<file path="src/rtl/vm_pkg.sv">
// Shared vending-controller definitions: coin codes, FSM states, coin values and default prices.
package vm_pkg;
    localparam logic [1:0] COIN_NONE = 2'd0;
    localparam logic [1:0] COIN_5    = 2'd1;
    localparam logic [1:0] COIN_10   = 2'd2;
    localparam logic [1:0] COIN_20   = 2'd3;

    localparam int unsigned DEF_PRICE0 = 3;
    localparam int unsigned DEF_PRICE1 = 2;
    localparam int unsigned DEF_PRICE2 = 4;
    localparam int unsigned DEF_PRICE3 = 5;

    typedef enum logic [1:0] {
        ST_IDLE,
        ST_CREDIT,
        ST_DISPENSE,
        ST_CHANGE
    } vm_state_e;

    // Coin value in 5-unit steps.
    function automatic logic [2:0] coin_value(input logic [1:0] coin);
        logic [2:0] v;
        case (coin)
            COIN_5:  v = 3'd1;
            COIN_10: v = 3'd2;
            COIN_20: v = 3'd4;
            default: v = 3'd0;
        endcase
        return v;
    endfunction
endpackage

</file>
<file path="src/rtl/vm_change_gen.sv">
// Change payout: holds the remainder and serializes it as greedy 10/5 coins over a valid/ack handshake.
module vm_change_gen
    import vm_pkg::*;
#(
    parameter int unsigned CREDIT_W = 6
) (
    input  logic                clock,
    input  logic                reset,
    input  logic                load_i,
    input  logic [CREDIT_W-1:0] load_val_i,
    input  logic                run_i,
    input  logic                chg_ack_i,
    output logic                chg_valid_o,
    output logic [1:0]          chg_coin_o,
    output logic [CREDIT_W-1:0] rem_o,
    output logic                done_o
);
    logic [CREDIT_W-1:0] rem_q, rem_d;
    logic [CREDIT_W-1:0] step;
    logic                take;

    assign step        = (rem_q >= CREDIT_W'(2)) ? CREDIT_W'(2) : CREDIT_W'(1);
    assign chg_valid_o = run_i && (rem_q != '0);
    assign chg_coin_o  = !chg_valid_o ? COIN_NONE : ((rem_q >= CREDIT_W'(2)) ? COIN_10 : COIN_5);
    assign take        = chg_valid_o && chg_ack_i;
    // done fires on the ack of the last coin so the controller leaves CHANGE the same edge
    assign done_o      = take && (rem_q == step);
    assign rem_o       = rem_q;

    always_comb begin
        rem_d = rem_q;
        if (load_i) begin
            rem_d = load_val_i;
        end else if (take) begin
            rem_d = rem_q - step;
        end
    end

    always_ff @(posedge clock) begin
        if (!reset) begin
            rem_q <= '0;
        end else begin
            rem_q <= rem_d;
        end
    end
endmodule

</file>
<file path="src/rtl/vm_vend_ctrl.sv">
// Vending controller: credit accumulation, price check, dispense handshake and change payout.
// Optional idle auto-refund in CREDIT is enabled by defining VM_TIMEOUT_EN.
module vm_vend_ctrl
    import vm_pkg::*;
#(
    parameter int unsigned CREDIT_W    = 6,
    parameter int unsigned PRICE0      = DEF_PRICE0,
    parameter int unsigned PRICE1      = DEF_PRICE1,
    parameter int unsigned PRICE2      = DEF_PRICE2,
    parameter int unsigned PRICE3      = DEF_PRICE3,
    parameter int unsigned TIMEOUT_CYC = 1000
) (
    input  logic                clock,
    input  logic                reset,
    input  logic [1:0]          in,
    input  logic                sel_valid,
    input  logic [1:0]          sel,
    input  logic                cancel,
    output logic                disp_req,
    output logic [1:0]          disp_id,
    input  logic                disp_ack,
    output logic                chg_valid,
    output logic [1:0]          chg_coin,
    input  logic                chg_ack,
    output logic                coin_reject,
    output logic                low_credit,
    output logic [CREDIT_W-1:0] credit
);
    typedef logic [CREDIT_W:0] wide_t;
    localparam wide_t MAX_CREDIT = wide_t'((1 << CREDIT_W) - 1);

    vm_state_e           state_q, state_d;
    logic [CREDIT_W-1:0] credit_q, credit_d;
    logic [1:0]          sel_q, sel_d;
    logic                reject_q, reject_d;
    logic                low_q, low_d;
    logic                has_coin, enough, timeout;
    wide_t               coin_w, price, sum_coin, rem_base, rem_coin;
    logic                load;
    logic [CREDIT_W-1:0] load_val;
    logic [CREDIT_W-1:0] rem;
    logic                chg_done;

    assign has_coin = (in != COIN_NONE);
    assign coin_w   = wide_t'(coin_value(in));
    assign sum_coin = {1'b0, credit_q} + coin_w;
    assign enough   = ({1'b0, credit_q} >= price);
    assign rem_base = {1'b0, credit_q} - price;
    assign rem_coin = rem_base + coin_w;

    always_comb begin
        case (sel)
            2'd0:    price = wide_t'(PRICE0);
            2'd1:    price = wide_t'(PRICE1);
            2'd2:    price = wide_t'(PRICE2);
            default: price = wide_t'(PRICE3);
        endcase
    end

`ifdef VM_TIMEOUT_EN
    localparam int unsigned TO_W = $clog2(TIMEOUT_CYC + 1);
    logic [TO_W-1:0] to_cnt_q;
    logic            activity;

    assign activity = has_coin || sel_valid || cancel;
    assign timeout  = (state_q == ST_CREDIT) && !activity && (to_cnt_q == TO_W'(TIMEOUT_CYC - 1));

    always_ff @(posedge clock) begin
        if (!reset || state_q != ST_CREDIT || activity) begin
            to_cnt_q <= '0;
        end else begin
            to_cnt_q <= to_cnt_q + 1'b1;
        end
    end
`else
    logic unused_timeout_cfg;
    assign unused_timeout_cfg = (TIMEOUT_CYC != 0);
    assign timeout            = 1'b0;
`endif

    always_comb begin
        state_d  = state_q;
        credit_d = credit_q;
        sel_d    = sel_q;
        reject_d = 1'b0;
        low_d    = 1'b0;
        load     = 1'b0;
        load_val = '0;
        case (state_q)
            ST_IDLE: begin
                if (has_coin) begin
                    if (sum_coin <= MAX_CREDIT) begin
                        credit_d = sum_coin[CREDIT_W-1:0];
                        state_d  = ST_CREDIT;
                    end else begin
                        reject_d = 1'b1;
                    end
                end
            end
            ST_CREDIT: begin
                if (cancel || timeout) begin
                    // a coin arriving with a refund is handed straight back
                    reject_d = has_coin;
                    credit_d = '0;
                    load     = 1'b1;
                    load_val = credit_q;
                    state_d  = (credit_q != '0) ? ST_CHANGE : ST_IDLE;
                end else if (sel_valid && enough) begin
                    sel_d    = sel;
                    credit_d = '0;
                    load     = 1'b1;
                    state_d  = ST_DISPENSE;
                    if (has_coin && rem_coin <= MAX_CREDIT) begin
                        load_val = rem_coin[CREDIT_W-1:0];
                    end else begin
                        load_val = rem_base[CREDIT_W-1:0];
                        reject_d = has_coin;
                    end
                end else begin
                    low_d = sel_valid;
                    if (has_coin) begin
                        if (sum_coin <= MAX_CREDIT) begin
                            credit_d = sum_coin[CREDIT_W-1:0];
                        end else begin
                            reject_d = 1'b1;
                        end
                    end
                end
            end
            ST_DISPENSE: begin
                reject_d = has_coin;
                if (disp_ack) begin
                    state_d = (rem != '0) ? ST_CHANGE : ST_IDLE;
                end
            end
            ST_CHANGE: begin
                reject_d = has_coin;
                if (chg_done) begin
                    state_d = ST_IDLE;
                end
            end
            default: state_d = ST_IDLE;
        endcase
    end

    always_ff @(posedge clock) begin
        if (!reset) begin
            state_q  <= ST_IDLE;
            credit_q <= '0;
            sel_q    <= '0;
            reject_q <= 1'b0;
            low_q    <= 1'b0;
        end else begin
            state_q  <= state_d;
            credit_q <= credit_d;
            sel_q    <= sel_d;
            reject_q <= reject_d;
            low_q    <= low_d;
        end
    end

    vm_change_gen #(.CREDIT_W(CREDIT_W)) u_change (
        .clock       (clock),
        .reset       (reset),
        .load_i      (load),
        .load_val_i  (load_val),
        .run_i       (state_q == ST_CHANGE),
        .chg_ack_i   (chg_ack),
        .chg_valid_o (chg_valid),
        .chg_coin_o  (chg_coin),
        .rem_o       (rem),
        .done_o      (chg_done)
    );

    assign disp_req    = (state_q == ST_DISPENSE);
    assign disp_id     = disp_req ? sel_q : 2'd0;
    assign coin_reject = reject_q;
    assign low_credit  = low_q;

    always_comb begin
        case (state_q)
            ST_IDLE, ST_CREDIT: credit = credit_q;
            ST_CHANGE:          credit = rem;
            default:            credit = '0;
        endcase
    end
endmodule
</file>
<file path="config.mk">
export PLATFORM = sky130hd
export DESIGN_NAME = vm_vend_ctrl
export DESIGN_NICKNAME = d
export VERILOG_FILES = /design/src/rtl/vm_pkg.sv /design/src/rtl/vm_change_gen.sv /design/src/rtl/vm_vend_ctrl.sv
export SDC_FILE = /design/constraint.sdc
export NUM_CORES = 1
export LEC_CHECK = 0
export CORE_MARGIN = 1
export CORE_UTILIZATION = 35
export DETAILED_ROUTE_END_ITERATION = 10
export PLACE_DENSITY_LB_ADDON = 0.3
export SYNTH_ARGS = -nofsm -noshare
export SYNTH_HDL_FRONTEND = slang
export SYNTH_HIERARCHICAL = 1
export SYNTH_SLANG_ARGS = --single-unit
</file>
<file path="constraint.sdc">
create_clock -name clock -period 3.95 [get_ports clock]
set_input_delay 1.185 -clock clock [delete_from_list [all_inputs] [get_ports clock]]
set_output_delay 1.185 -clock clock [all_outputs]
set_load 0.02 [all_outputs]
</file>
==> Word level (Yosys, flattened, before mapping) <==
Cells that the tools add are included.
{ "op_classes": {"n_eq_ne": 14, "n_bitwise": 3, "mux": 36, "n_addsub": 4, "magnitude_cmp": 4, "n_reduce_logical": 17} }
{ "op_table": {"columns": ["op", "count"], "rows": [
  ["6-bit 2-to-1 mux", 10],
  ["2-bit 2-to-1 mux", 12],
  ["6-bit one-hot mux with 2 select lines", 2],
  ["3-bit one-hot mux with 3 select lines", 2],
  ["7-bit by 6-bit less-or-equal comparator with 1-bit output, second input constant", 2],
  ["6-bit nonzero test", 2],
  ["2-bit == test, second input constant", 5],
  ["1-bit 2-to-1 mux", 8],
  ["2-bit one-hot mux with 4 select lines", 1],
  ["6-bit by 3-bit adder with 7-bit output", 1],
  ["7-bit by 3-bit adder with 7-bit output", 1],
  ["6-bit by 7-bit greater-or-equal comparator with 1-bit output", 1],
  ["6-bit by 7-bit subtractor with 7-bit output", 1],
  ["2-bit by 1-bit == test with 1-bit output, second input constant", 3],
  ["6-bit == test", 1],
  ["6-bit by 2-bit greater-or-equal comparator with 1-bit output, second input constant", 1],
  ["2-bit inequality test, second input constant", 3],
  ["2-bit nonzero test", 3],
  ["6-bit subtractor", 1],
  ["1-bit logical AND", 5],
  ["5-bit AND reduction", 1],
  ["2-bit zero test", 2],
  ["2-bit OR reduction", 2],
  ["4-bit OR reduction", 1],
  ["5 further kinds", 7]
]} }
{ "word_totals": {"regBits": 18, "inputBits": 10, "word_cells": 84} }

==> Depth between registers and ports, before layout <==
Gate-level depths: netlist of the first run.
{ "depth": {"ltp_word": 11, "ltp_mapped": 17} }

==> Modules after synthesis <==
Netlist of the first run, hierarchy kept.
{ "by_module_without_submodules": {"columns": ["module", "area_each_um2", "cells_per_inst", "n_inst"], "rows": [
  ["vm_vend_ctrl", 1452.6, 197, 1],
  ["vm_change_gen", 424.2, 53, 1]
]} }

==> Worst setup path after synthesis of the first run <==
No wires, ideal clock.
{ "synth_timing": {"kind": "input-to-reg", "start": "input port sel[0]", "end": "register u_change.rem_q[5], in the netlist u_change/rem_o[5]", "arrival_ns": 3.945, "n_path_buf": 0, "required_ns": 3.825, "slack_ns": -0.121, "stages": 14, "path_cell_list": "inv_1 > ha_1 > inv_1 > ha_1 > inv_1 > fa_1 > fa_1 > a21oi_1 > a211oi_2 > nor2b_1 > a22oi_2 > a221o_1 > o21ai_0 > a31oi_1"} }
{ "synth_between": {"elab_chain_len": 11} }
{ "synth_rtl": {"columns": ["element", "line_no", "source"], "rows": [
  ["start, declared", "vm_vend_ctrl.sv:17", "input logic [1:0] sel,"],
  ["2-bit == test, or another cell as far along", "vm_vend_ctrl.sv:52", "case (sel)"],
  ["3-bit one-hot mux with 3 select lines *", "vm_vend_ctrl.sv:52", null],
  ["6-bit by 7-bit subtractor with 7-bit output", "vm_vend_ctrl.sv:48", "assign rem_base = {1'b0, credit_q} - price;"],
  ["7-bit by 3-bit adder with 7-bit output", "vm_vend_ctrl.sv:49", "assign rem_coin = rem_base + coin_w;"],
  ["7-bit by 6-bit less-or-equal comparator with 1-bit output", "vm_vend_ctrl.sv:113", "if (has_coin && rem_coin <= MAX_CREDIT) begin"],
  ["1-bit logical AND", "vm_vend_ctrl.sv:113", null],
  ["6-bit 2-to-1 mux", "vm_vend_ctrl.sv:113", null],
  ["6-bit 2-to-1 mux *", "vm_vend_ctrl.sv:108", "end else if (sel_valid && enough) begin"],
  ["6-bit 2-to-1 mux *", "vm_vend_ctrl.sv:101", "if (cancel || timeout) begin"],
  ["6-bit 2-to-1 mux *", "vm_vend_ctrl.sv:89", "case (state_q)"],
  ["via load_val[5]", "vm_vend_ctrl.sv:40", "logic [CREDIT_W-1:0] load_val;"],
  ["6-bit 2-to-1 mux *", "vm_change_gen.sv:32", "if (load_i) begin"],
  ["end signal, assigned", "vm_change_gen.sv:43", "rem_q <= rem_d;"],
  ["end, declared", "vm_change_gen.sv:18", "logic [CREDIT_W-1:0] rem_q, rem_d;"]
]} }
Mark *: on every way through the listed nets, which the timed path passes. The rest lies on a longest branch.
A chain may end at the register's enable or synchronous reset.

==> Final worst setup path of the first run <==
Ends and elaborated chain as after synthesis.

==> key figures, run 1 <==
Setup path
  – Worst path required time: 4.09 ns
  – Critical path buffers and inverters: 6
  – Critical path peak fanout: 4
  – Worst setup SP type: input port
  – Worst EP arrival: 3.98 ns
  – CP Capture Type: flip-flop
  – Slowest cell on crit path: fa_2
  – Depth of the most critical reg-to-reg path: 8
  – Levels on crit path: 19
  – Gate family responsible for the most delay along the worst path: compound AO/OA/AOI/OAI gates
  – Crit-path cells: buf_6 -> inv_2 -> ha_4 -> inv_2 -> ha_4 -> inv_2 -> fa_2 -> xor2_2 -> ha_4 -> a21oi_4 -> buf_6 -> a211oi_4 -> buf_4 -> a211oi_2 -> a22oi_2 -> nor3_2 -> a221o_1 -> o21ai_1 -> a31oi_1
  – Slowest stage delay, CP: 0.36 ns
  – Type of the worst setup path: in2reg

Global routing
  – Number of global-route vias before repair: 1850
  – Aggregate global-route resource usage: 20.49%
  – Pin count of the biggest net entering global routing: 22
  – First-pass GRT wire length: 8.749 mm
  – Total gr overflow: 0
  – Initial antenna violation count: 0

Cells and area
  – Util after Layout: 50.02%
  – Non-filler instance count after layout: 371
  – Final net count: 332
  – Area grow syn2layout: 37.00%
  – Layout cell share with drive strength beyond 1: 23.92%
  – Layout fillers: 533
  – Number of diodes: 0

Routing
  – Routed via count: 2013
  – Via-per-instance ratio: 5.426
  – Pre-antenna DRT Iters: 4
  – Average wire per cell in the routed design: 14.11 um
  – Routed Antenna Nets: 0
  – Final wirelength: 5.234 mm
  – # DRC: 0
  – DR iter-0 viols: 133

CTS
  – Clk buf depth: 2
  – CTS clock-pin slew for the worst setup and hold paths: 0.07 ns
  – Skew-Pair Late Insertion Delay: 0.26 ns
  – CTS tree: built
  – Htree depth: 1
  – CTS sink count: 18
  – Hold-fix buffers, CTS: 0
  – CTS buffer count: 3
  – CTS Root Cell: clkbuf_8

Yosys
  – Post-synth top area share: 19.20%
  – Predominant post-synthesis flop cell: dfxtp_1
  – Cell taking the most area after synthesis: dfxtp_1
  – Number of flops mapped to enable cells by yosys: 0
  – Yosys reg bits: 18
  – Synth cell types: 57
  – Synth Cell Area: 1877 um2
  – Syn Inst Count: 250
  – Yosys Warn Count: 6
  – Sequential element share of the synthesized area: 19.20%
  – Synthesized area per cell: 7.507 um2
  – Fraction of registers with async set/reset: 0%
  – Net Count, Synth: 279
  – Dominant cells by area after synthesis: dfxtp_1 19%, ha_1 10%, o21ai_0 6.4%, nand2_1 5.0%, fa_1 4.3%

Outcome
  – Status: finished clean

STA
  – Final Cycle Share: 97.32%
  – Fin crit period: 3.844 ns
  – Final hold violations: 0
  – Slew headroom: 58.73%
  – Max Fclk: 260.1 MHz
  – Setup_tns: 0 ns
  – Worst slew pin tran: 0.6172 ns
  – Setup Skew: 0.002590 ns
  – Slew Viols, Final: 0
  – Final Setup Violations: 0
  – Final WS setup: 0.1058 ns

Pwr
  – IR drop worst, VDD: 0.2487 mV
  – Total Power: 0.001039 W
  – Leak: 1.064 nW
  – Total power per unit cell area: 404.0 nW/um2

Floorplanning
  – Core area: 5140 um2
  – Total die area: 5659 um2
  – FP Rows: 26
  – Die W: 75.23 um
  – Die Y: 75.23 um
  – I/O pin total: 24
  – Initial cell density of the core: 36.51%

Place
  – DP Worst Slack: -0.7060 ns
  – I/O Buffers: 23
  – Placed insts: 361
  – Placer Congestion: 0.9246
  – Hpwl dp: 3.853 mm

Min path
  – Min-delay worst type: reg2reg
  – Worst Hold Depth: 2

Job
  – # Max-Cap Violations: 0
-- power breakdown --
part | internal, W | total, W | switching (W)
registers | 0.000205 | 0.000242 | 0.0000371
logic | 0.000324 | 0.000665 | 0.000341
clock network | 0.0000679 | 0.000132 | 0.0000639
total | 0.000597 | 0.00104 | 0.000442
-- repair_timing --
item	4_1_cts	5_1_grt
gates resized for setup	20	16
endpoints found under the setup margin	7	6
hold endpoints to repair	0	0
buffers inserted	2	6
pin swaps	10	10
-- tightest hold or removal path: stages (launching register included) --
cell     delay, ns
dfxtp_1       0.32
a21oi_1       0.06
nor2b_1       0.10
-- layer usage --
layer	GRT usage, %	wire (um)	vias to the layer above	part of all wire (%)
met2	34.33	2473	46	47
met5	0	0	-	0
li1	-	-	1003	-
met4	4.938	53	0	1.0
met3	3.481	240	7	4.6
met1	27.49	2467	957	47
-- flip-flops by register name, indices dropped and copies added, names as in the netlist --
register,cells
u_change/rem_o,6
coin_reject,1
sel_q,2
low_credit,1
credit_q,6
state_q,2
-- layout by cell type (no fill, tap or decap), drive strengths merged, types with 5 or more instances in the layout --
master,instances
a21oi,14
and2,9
buf,36
clkdlybuf4s50,21
dfxtp,18
ha,15
inv,14
nand2,25
nand3,7
nor2,20
nor2b,11
nor3,9
o21ai,26
or3,6
xor2,5
-- cell type report --
type / instances / area (um2) / area share [%]
Clock buffer: 3 / 41.29 / 1.606
Tap cell: 70 / 87.58 / 3.406
Multi-Input combinational cell: 208 / 1528 / 59.42
Inverter: 15 / 58.81 / 2.287
Timing Repair Buffer: 57 / 495.5 / 19.27
Sequential cell: 18 / 360.3 / 14.01
-- Yosys cell counts (2+ instances only) --
| master | number |
|---|---|
| buf_2 | 2 |
| o21a_1 | 2 |
| and4_1 | 2 |
| o21ai_2 | 2 |
| a22o_1 | 2 |
| a31oi_1 | 4 |
| nor4_1 | 3 |
| a211oi_1 | 3 |
| and2_1 | 7 |
| nand2b_1 | 4 |
| inv_1 | 14 |
| mux2i_1 | 3 |
| nand2_1 | 25 |
| or3_1 | 4 |
| clkbuf_1 | 5 |
| nor2_1 | 20 |
| and3_1 | 3 |
| dfxtp_1 | 18 |
| buf_6 | 2 |
| o22ai_1 | 3 |
| a21oi_1 | 14 |
| a21o_1 | 3 |
| xor2_1 | 5 |
| ha_1 | 15 |
| or3_4 | 2 |
| nor3_1 | 9 |
| nand3_1 | 7 |
| nor2b_1 | 11 |
| o221a_2 | 2 |
| fa_1 | 4 |
| o21ai_0 | 24 |
-- cells by family (layout without fill, tap and decap cells) --
kind of cell    Yosys count  after routing  synth area share (%)
compound gates           73             73                 26.13
xor+xnor                  6              6                 2.800
fa+ha+maj                19             19                 14.27
buf+inv                  24             75                 5.733
flops                    18             18                 19.20
mux                       3              3                 1.600
simple gates            107            107                 30.27
-- worst paths after layout --
| path | to | start | slack (ns) |
|---|---|---|---|
| worst min-delay path | sel_q[1]$_SDFFE_PN0P_ | sel_q[1]$_SDFFE_PN0P_ | 0.51 |
| worst min register to register | sel_q[1]$_SDFFE_PN0P_ | sel_q[1]$_SDFFE_PN0P_ | 0.51 |
| worst max register to register | u_change/rem_o[4]$_SDFFE_PN0P_ | u_change/rem_o[3]$_SDFFE_PN0P_ | 0.80 |
| worst max-delay path | u_change/rem_o[5]$_SDFFE_PN0P_ | sel[0] | 0.11 |
-- per-stage QoR --
step | cell area, um2 | hold WS (ns)
CTS | 2452 | 0.5175
global placement | 2357 | 0.4906
floorplan | 1888 | 0.4679
finish | 2571 | 0.5101
detailed placement | 2357 | 0.4961
global route | 2571 | 0.5600
(Power assumes the default switching activity.)
==> run 2: changes to the inputs <==
--- a/config.mk
+++ b/config.mk
@@ -5,6 +5,7 @@
 export SDC_FILE = /design/constraint.sdc
 export NUM_CORES = 1
 export LEC_CHECK = 0
+export CORE_ASPECT_RATIO = 1.25
 export CORE_MARGIN = 1
 export CORE_UTILIZATION = 35
 export DETAILED_ROUTE_END_ITERATION = 10
==> run 2 against run 1 <==
Against the previous run:
- non-clock buffer count is 1 higher
- maximum frequency is 0.88% lower
- die area hardly changed
- clock power is 14% higher
- via count is 0.65% lower
- cell area is 3.6% higher
- utilization is 2.0 points higher
- worst hold slack better by 0.0032 ns
- worst setup slack worse by 0.034 ns
==> key figures, run 2 (same netlist as run 1, synthesis figures left out) <==
Outcome
  – Status: finished clean

STA
  – Hold WS: 0.5133 ns
  – Final Cycle Share: 98.18%
  – Worst slew pin tran: 0.6224 ns
  – RSZ-0062 raised after global routing: true
  – Final hold violations: 0
  – Max Fclk: 257.9 MHz
  – Setup Skew: 0.0009633 ns
  – Slew Viols, Final: 0
  – Setup_tns: 0 ns
  – Final Setup Violations: 0
  – Final WS setup: 0.07181 ns
  – Slew headroom: 58.38%
  – Fin crit period: 3.878 ns

Routing
  – Average wire per cell in the routed design: 14.80 um
  – Pre-antenna DRT Iters: 5
  – DR iter-0 viols: 81
  – Via-per-instance ratio: 5.479
  – Final wirelength: 5.402 mm
  – Routed via count: 2000
  – Routed Antenna Nets: 0
  – # DRC: 0

Floorplanning
  – I/O pin total: 24
  – Initial cell density of the core: 36.68%
  – Total die area: 5661 um2
  – Die Y: 83.87 um
  – FP Rows: 29
  – Die W: 67.50 um
  – Core area: 5116 um2

Place
  – Placer Congestion: 0.8583
  – DP Worst Slack: -0.7384 ns
  – Hpwl dp: 4.001 mm
  – I/O Buffers: 23
  – Placed Instance Area: 2302 um2

Global routing
  – Initial antenna violation count: 0
  – Pin count of the biggest net entering global routing: 23
  – GRT busiest layer: met2
  – Aggregate global-route resource usage: 19.43%
  – Total gr overflow: 0
  – GR Layer Usage met2: 33.75%
  – Met1 Usage GRT: 23.47%
  – GR Util met3: 2.049%
  – First-pass GRT wire length: 8.438 mm
  – Number of global-route vias before repair: 1845

Setup path
  – Worst EP arrival: 4.01 ns
  – Depth of the most critical reg-to-reg path: 8
  – CP Capture Type: flip-flop
  – Critical path peak fanout: 3
  – Worst setup SP type: input port
  – Type of the worst setup path: in2reg
  – Worst path required time: 4.08 ns

Cells and area
  – Final net count: 333
  – Layout cell share with drive strength beyond 1: 27.39%
  – Post-route design area: 2663 um2
  – Number of diodes: 0
  – Reg area: 360.3 um2
  – Most frequent cells in the layout: 32 x buf_4, 24 x nand2_1, 23 x o21ai_0
  – Multi-input logic area: 1593 um2
  – Area grow syn2layout: 41.87%
  – Util after Layout: 52.04%
  – Most common cell after layout, fill and taps aside: buf_4
  – Layout fillers: 509

CTS
  – CTS sink count: 18
  – CTS clock-pin slew for the worst setup and hold paths: 0.07 ns
  – CTS tree: built
  – Clk buf depth: 2
  – Htree depth: 1
  – CTS Root Cell: clkbuf_8
  – CTS buffer count: 3
  – Skew-Pair Late Insertion Delay: 0.25 ns
  – Hold-fix buffers, CTS: 0

Min path
  – Worst Hold Depth: 2
  – Min-delay worst type: reg2reg

Job
  – # Max-Cap Violations: 0

Pwr
  – Leak: 1.082 nW
  – IR drop worst, VDD: 0.2155 mV
  – Total power per unit cell area: 396.8 nW/um2
[run 2: cell types whose count changed in the layout (fill, tap and decap cells not counted), sizes merged]
cell    before  now
buf         36   37
clkbuf       3    4
[run 2: worst paths after layout]
kind	slack, ns	end	start
max	0.07	u_change/rem_o[5]$_SDFFE_PN0P_	sel[1]
min	0.51	sel_q[1]$_SDFFE_PN0P_	sel_q[1]$_SDFFE_PN0P_
max reg2reg	0.82	u_change/rem_o[4]$_SDFFE_PN0P_	u_change/rem_o[3]$_SDFFE_PN0P_
min reg2reg	0.51	sel_q[1]$_SDFFE_PN0P_	sel_q[1]$_SDFFE_PN0P_
[run 2: through the flow]
stage               total power, W  std cells
floorplan                0.0006293        250
global placement         0.0007932        347
detailed placement       0.0007974        347
CTS                       0.001004        358
global route              0.001138        365
finish                    0.001057        365
[run 2: where the power goes]
part | switching, W | total, W | leakage, nW | internal [W]
Clock | 0.0000618 | 0.000150 | 0.0288 | 0.0000886
Sequential | 0.0000408 | 0.000246 | 0.147 | 0.000205
Combinational | 0.000336 | 0.000660 | 0.907 | 0.000324
Total | 0.000438 | 0.00106 | 1.08 | 0.000618
[run 2: critical path: stages]
cell,delay (ns)
buf_8,0.08
inv_6,0.04
ha_4,0.26
inv_4,0.03
ha_4,0.15
inv_2,0.05
fa_2,0.26
buf_6,0.12
nand2_2,0.03
or4b_4,0.56
a211oi_4,0.29
buf_4,0.17
nor2b_4,0.04
a22oi_2,0.22
nor3_2,0.06
a221o_1,0.29
o21ai_2,0.11
a31oi_1,0.06
[run 2: area by class of cell]
cell class                      instances  area share (%)
Inverter                               15           2.491
Multi-Input combinational cell        208           59.82
Sequential cell                        18           13.53
Clock buffer                            4           2.068
Tap cell                               62           2.914
Timing Repair Buffer                   58           19.17
[run 2: what timing repair did]
item	4_1_cts	5_1_grt
resized for setup	28	24
buffers inserted	7	7
pin swaps	15	15
setup endpoints to repair	7	6
[run 2: metal layers]
| layer | up-vias | part of all wire, % |
|---|---|---|
| li1 | 1002 | - |
| met1 | 916 | 42 |
| met2 | 66 | 51 |
| met3 | 16 | 4.0 |
| met4 | 0 | 3.2 |
| met5 | - | 0 |
==> run 3: changes to the inputs <==
--- a/config.mk
+++ b/config.mk
@@ -7,7 +7,7 @@
 export LEC_CHECK = 0
 export CORE_ASPECT_RATIO = 1.25
 export CORE_MARGIN = 1
-export CORE_UTILIZATION = 35
+export CORE_UTILIZATION = 30
 export DETAILED_ROUTE_END_ITERATION = 10
 export PLACE_DENSITY_LB_ADDON = 0.3
 export SYNTH_ARGS = -nofsm -noshare
==> run 3 against run 2 <==
Against the previous run:
- global-route usage is 1.1 points lower
- worst setup slack improved by 0.049 ns
- sequential share of layout area hardly changed
- non-clock buffer count increased by 4
- count of clock-buffer cells in the layout unchanged
- via count is 0.30% higher
- clock skew increased by 0.0041 ns
- clock power about the same
- power grew 3.5%
- cell area is 0.19% higher
- die area up 16%
==> key figures, run 3 (same netlist as run 1, synthesis figures left out) <==
Outcome
  – Status: finished clean

CTS
  – CTS sink count: 18
  – CTS clock-pin slew for the worst setup and hold paths: 0.07 ns
  – CTS buffer count: 3
  – CTS Root Cell: clkbuf_8
  – CTS tree: built
  – Clk buf depth: 2
  – Htree depth: 1
  – Skew-Pair Late Insertion Delay: 0.26 ns

Place
  – I/O Buffers: 23
  – Placer Congestion: 0.9019
  – Hpwl dp: 4.505 mm

Routing
  – # DRC: 0
  – Pre-antenna DRT Iters: 4
  – DR iter-0 viols: 95
  – Routed Antenna Nets: 0
  – Average wire per cell in the routed design: 14.64 um
  – Routed via count: 2006
  – Final wirelength: 5.695 mm
  – Via-per-instance ratio: 5.157

Floorplanning
  – I/O pin total: 24
  – Initial cell density of the core: 31.83%
  – Die Y: 90.43 um
  – Core area: 5896 um2
  – Die W: 72.75 um
  – FP Rows: 31
  – Total die area: 6578 um2

STA
  – Fin crit period: 3.830 ns
  – Slew Viols, Final: 0
  – Setup Skew: 0.005034 ns
  – Slew headroom: 58.73%
  – Final Setup Violations: 0
  – Final Cycle Share: 96.95%
  – Worst slew pin tran: 0.6172 ns
  – Setup_tns: 0 ns
  – Final hold violations: 0
  – RSZ-0062 raised after global routing: false
  – Max Fclk: 261.1 MHz

Setup path
  – Type of the worst setup path: in2reg
  – Worst EP arrival: 3.98 ns
  – CP Capture Type: flip-flop
  – Worst path required time: 4.10 ns
  – Critical path peak fanout: 3
  – Worst R2R Start: u_change/rem_o[3]$_SDFFE_PN0P_
  – Worst setup SP type: input port
  – Setup crit start: sel[0]

Global routing
  – Initial antenna violation count: 0
  – Number of global-route vias before repair: 1956
  – Aggregate global-route resource usage: 18.35%
  – First-pass GRT wire length: 9.542 mm
  – Total gr overflow: 0
  – Pin count of the biggest net entering global routing: 22

Job
  – # Max-Cap Violations: 0

Cells and area
  – Layout cell share with drive strength beyond 1: 26.38%
  – Most common cell after layout, fill and taps aside: buf_4
  – Layout fillers: 630
  – Number of diodes: 0
  – Final net count: 337
  – Most frequent cells in the layout: 35 x buf_4, 25 x nand2_1, 21 x clkdlybuf4s50_1
  – Area grow syn2layout: 42.13%

Pwr
  – Total power per unit cell area: 410.0 nW/um2
  – IR drop worst, VDD: 0.1460 mV
  – Leak: 1.101 nW
  – Total Power: 0.001094 W

Min path
  – Worst Hold Launch: sel_q[1]$_SDFFE_PN0P_
  – Min-delay worst type: reg2reg
-- run 3: cell count changes in the layout (fill, tap and decap cells not counted), sizes merged --
cell    change
buf         +3
clkbuf      +1
-- run 3: path summary, 6_finish.rpt --
path                               endpoint  slack (ns)  depth (start not counted)
max          u_change/rem_o[5]$_SDFFE_PN0P_        0.12                         15
min                   sel_q[1]$_SDFFE_PN0P_        0.51                          2
max reg2reg  u_change/rem_o[4]$_SDFFE_PN0P_        0.79                          8
min reg2reg           sel_q[1]$_SDFFE_PN0P_        0.51                          2
-- run 3: stage by stage --
stage | util (%) | area (um2) | instances | setup WS, ns | hold WS, ns
6_report | 45.25 | 2668 | 389 | 0.1203 | 0.5051
5_1_grt | 45.25 | 2668 | 389 | 0.02277 | 0.5359
4_1_cts | 44.16 | 2604 | 388 | 0.007279 | 0.5153
3_5_place_dp | 41.26 | 2432 | 381 | -0.7372 | 0.4982
3_3_place_gp | 41.26 | 2432 | 381 | -0.7090 | 0.4836
2_1_floorplan | - | 1888 | 250 | 0.02287 | 0.4679
-- run 3: repair_timing --
| action | CTS | global route |
|---|---|---|
| endpoints found under the hold margin | 0 | 0 |
| hold buffers | 0 | 0 |
| setup endpoints to repair | 12 | 5 |
| pin swaps | 14 | 11 |
| buffers inserted | 3 | 1 |
| resized for setup | 29 | 13 |
-- run 3: cell type report --
type | count | area [um2] | share of cell area (%)
multi-input combinational | 208 | 1565 | 58.68
timing repair buffer | 62 | 528.0 | 19.79
sequential | 18 | 360.3 | 13.51
tap | 82 | 102.6 | 3.846
inverter | 15 | 56.30 | 2.111
clock buffer | 4 | 55.05 | 2.064
-- run 3: power breakdown --
group          leakage, nW  internal [W]  switching (W)
clock network       0.0288     0.0000886      0.0000628
registers            0.147      0.000205      0.0000410
logic                0.925      0.000349       0.000347
total                 1.10      0.000643       0.000451
-- run 3: worst max-delay path, stage by stage --
cell,delay (ns)
clkbuf_2,0.10
buf_4,0.14
ha_1,0.22
o21bai_4,0.18
buf_6,0.13
ha_4,0.19
nor2b_4,0.12
or4b_4,0.54
a211oi_4,0.36
nor2b_4,0.09
a22oi_2,0.19
nor3_1,0.07
a221o_1,0.27
o21ai_1,0.14
a31oi_1,0.06
-- run 3: routing by layer --
layer | global-route usage (%) | up-vias | wire (um)
li1 | - | 1011 | -
met1 | 22.48 | 923 | 2447
met2 | 32.63 | 57 | 2939
met3 | 1.339 | 15 | 174
met4 | 6.863 | 0 | 134
met5 | 0 | - | 0
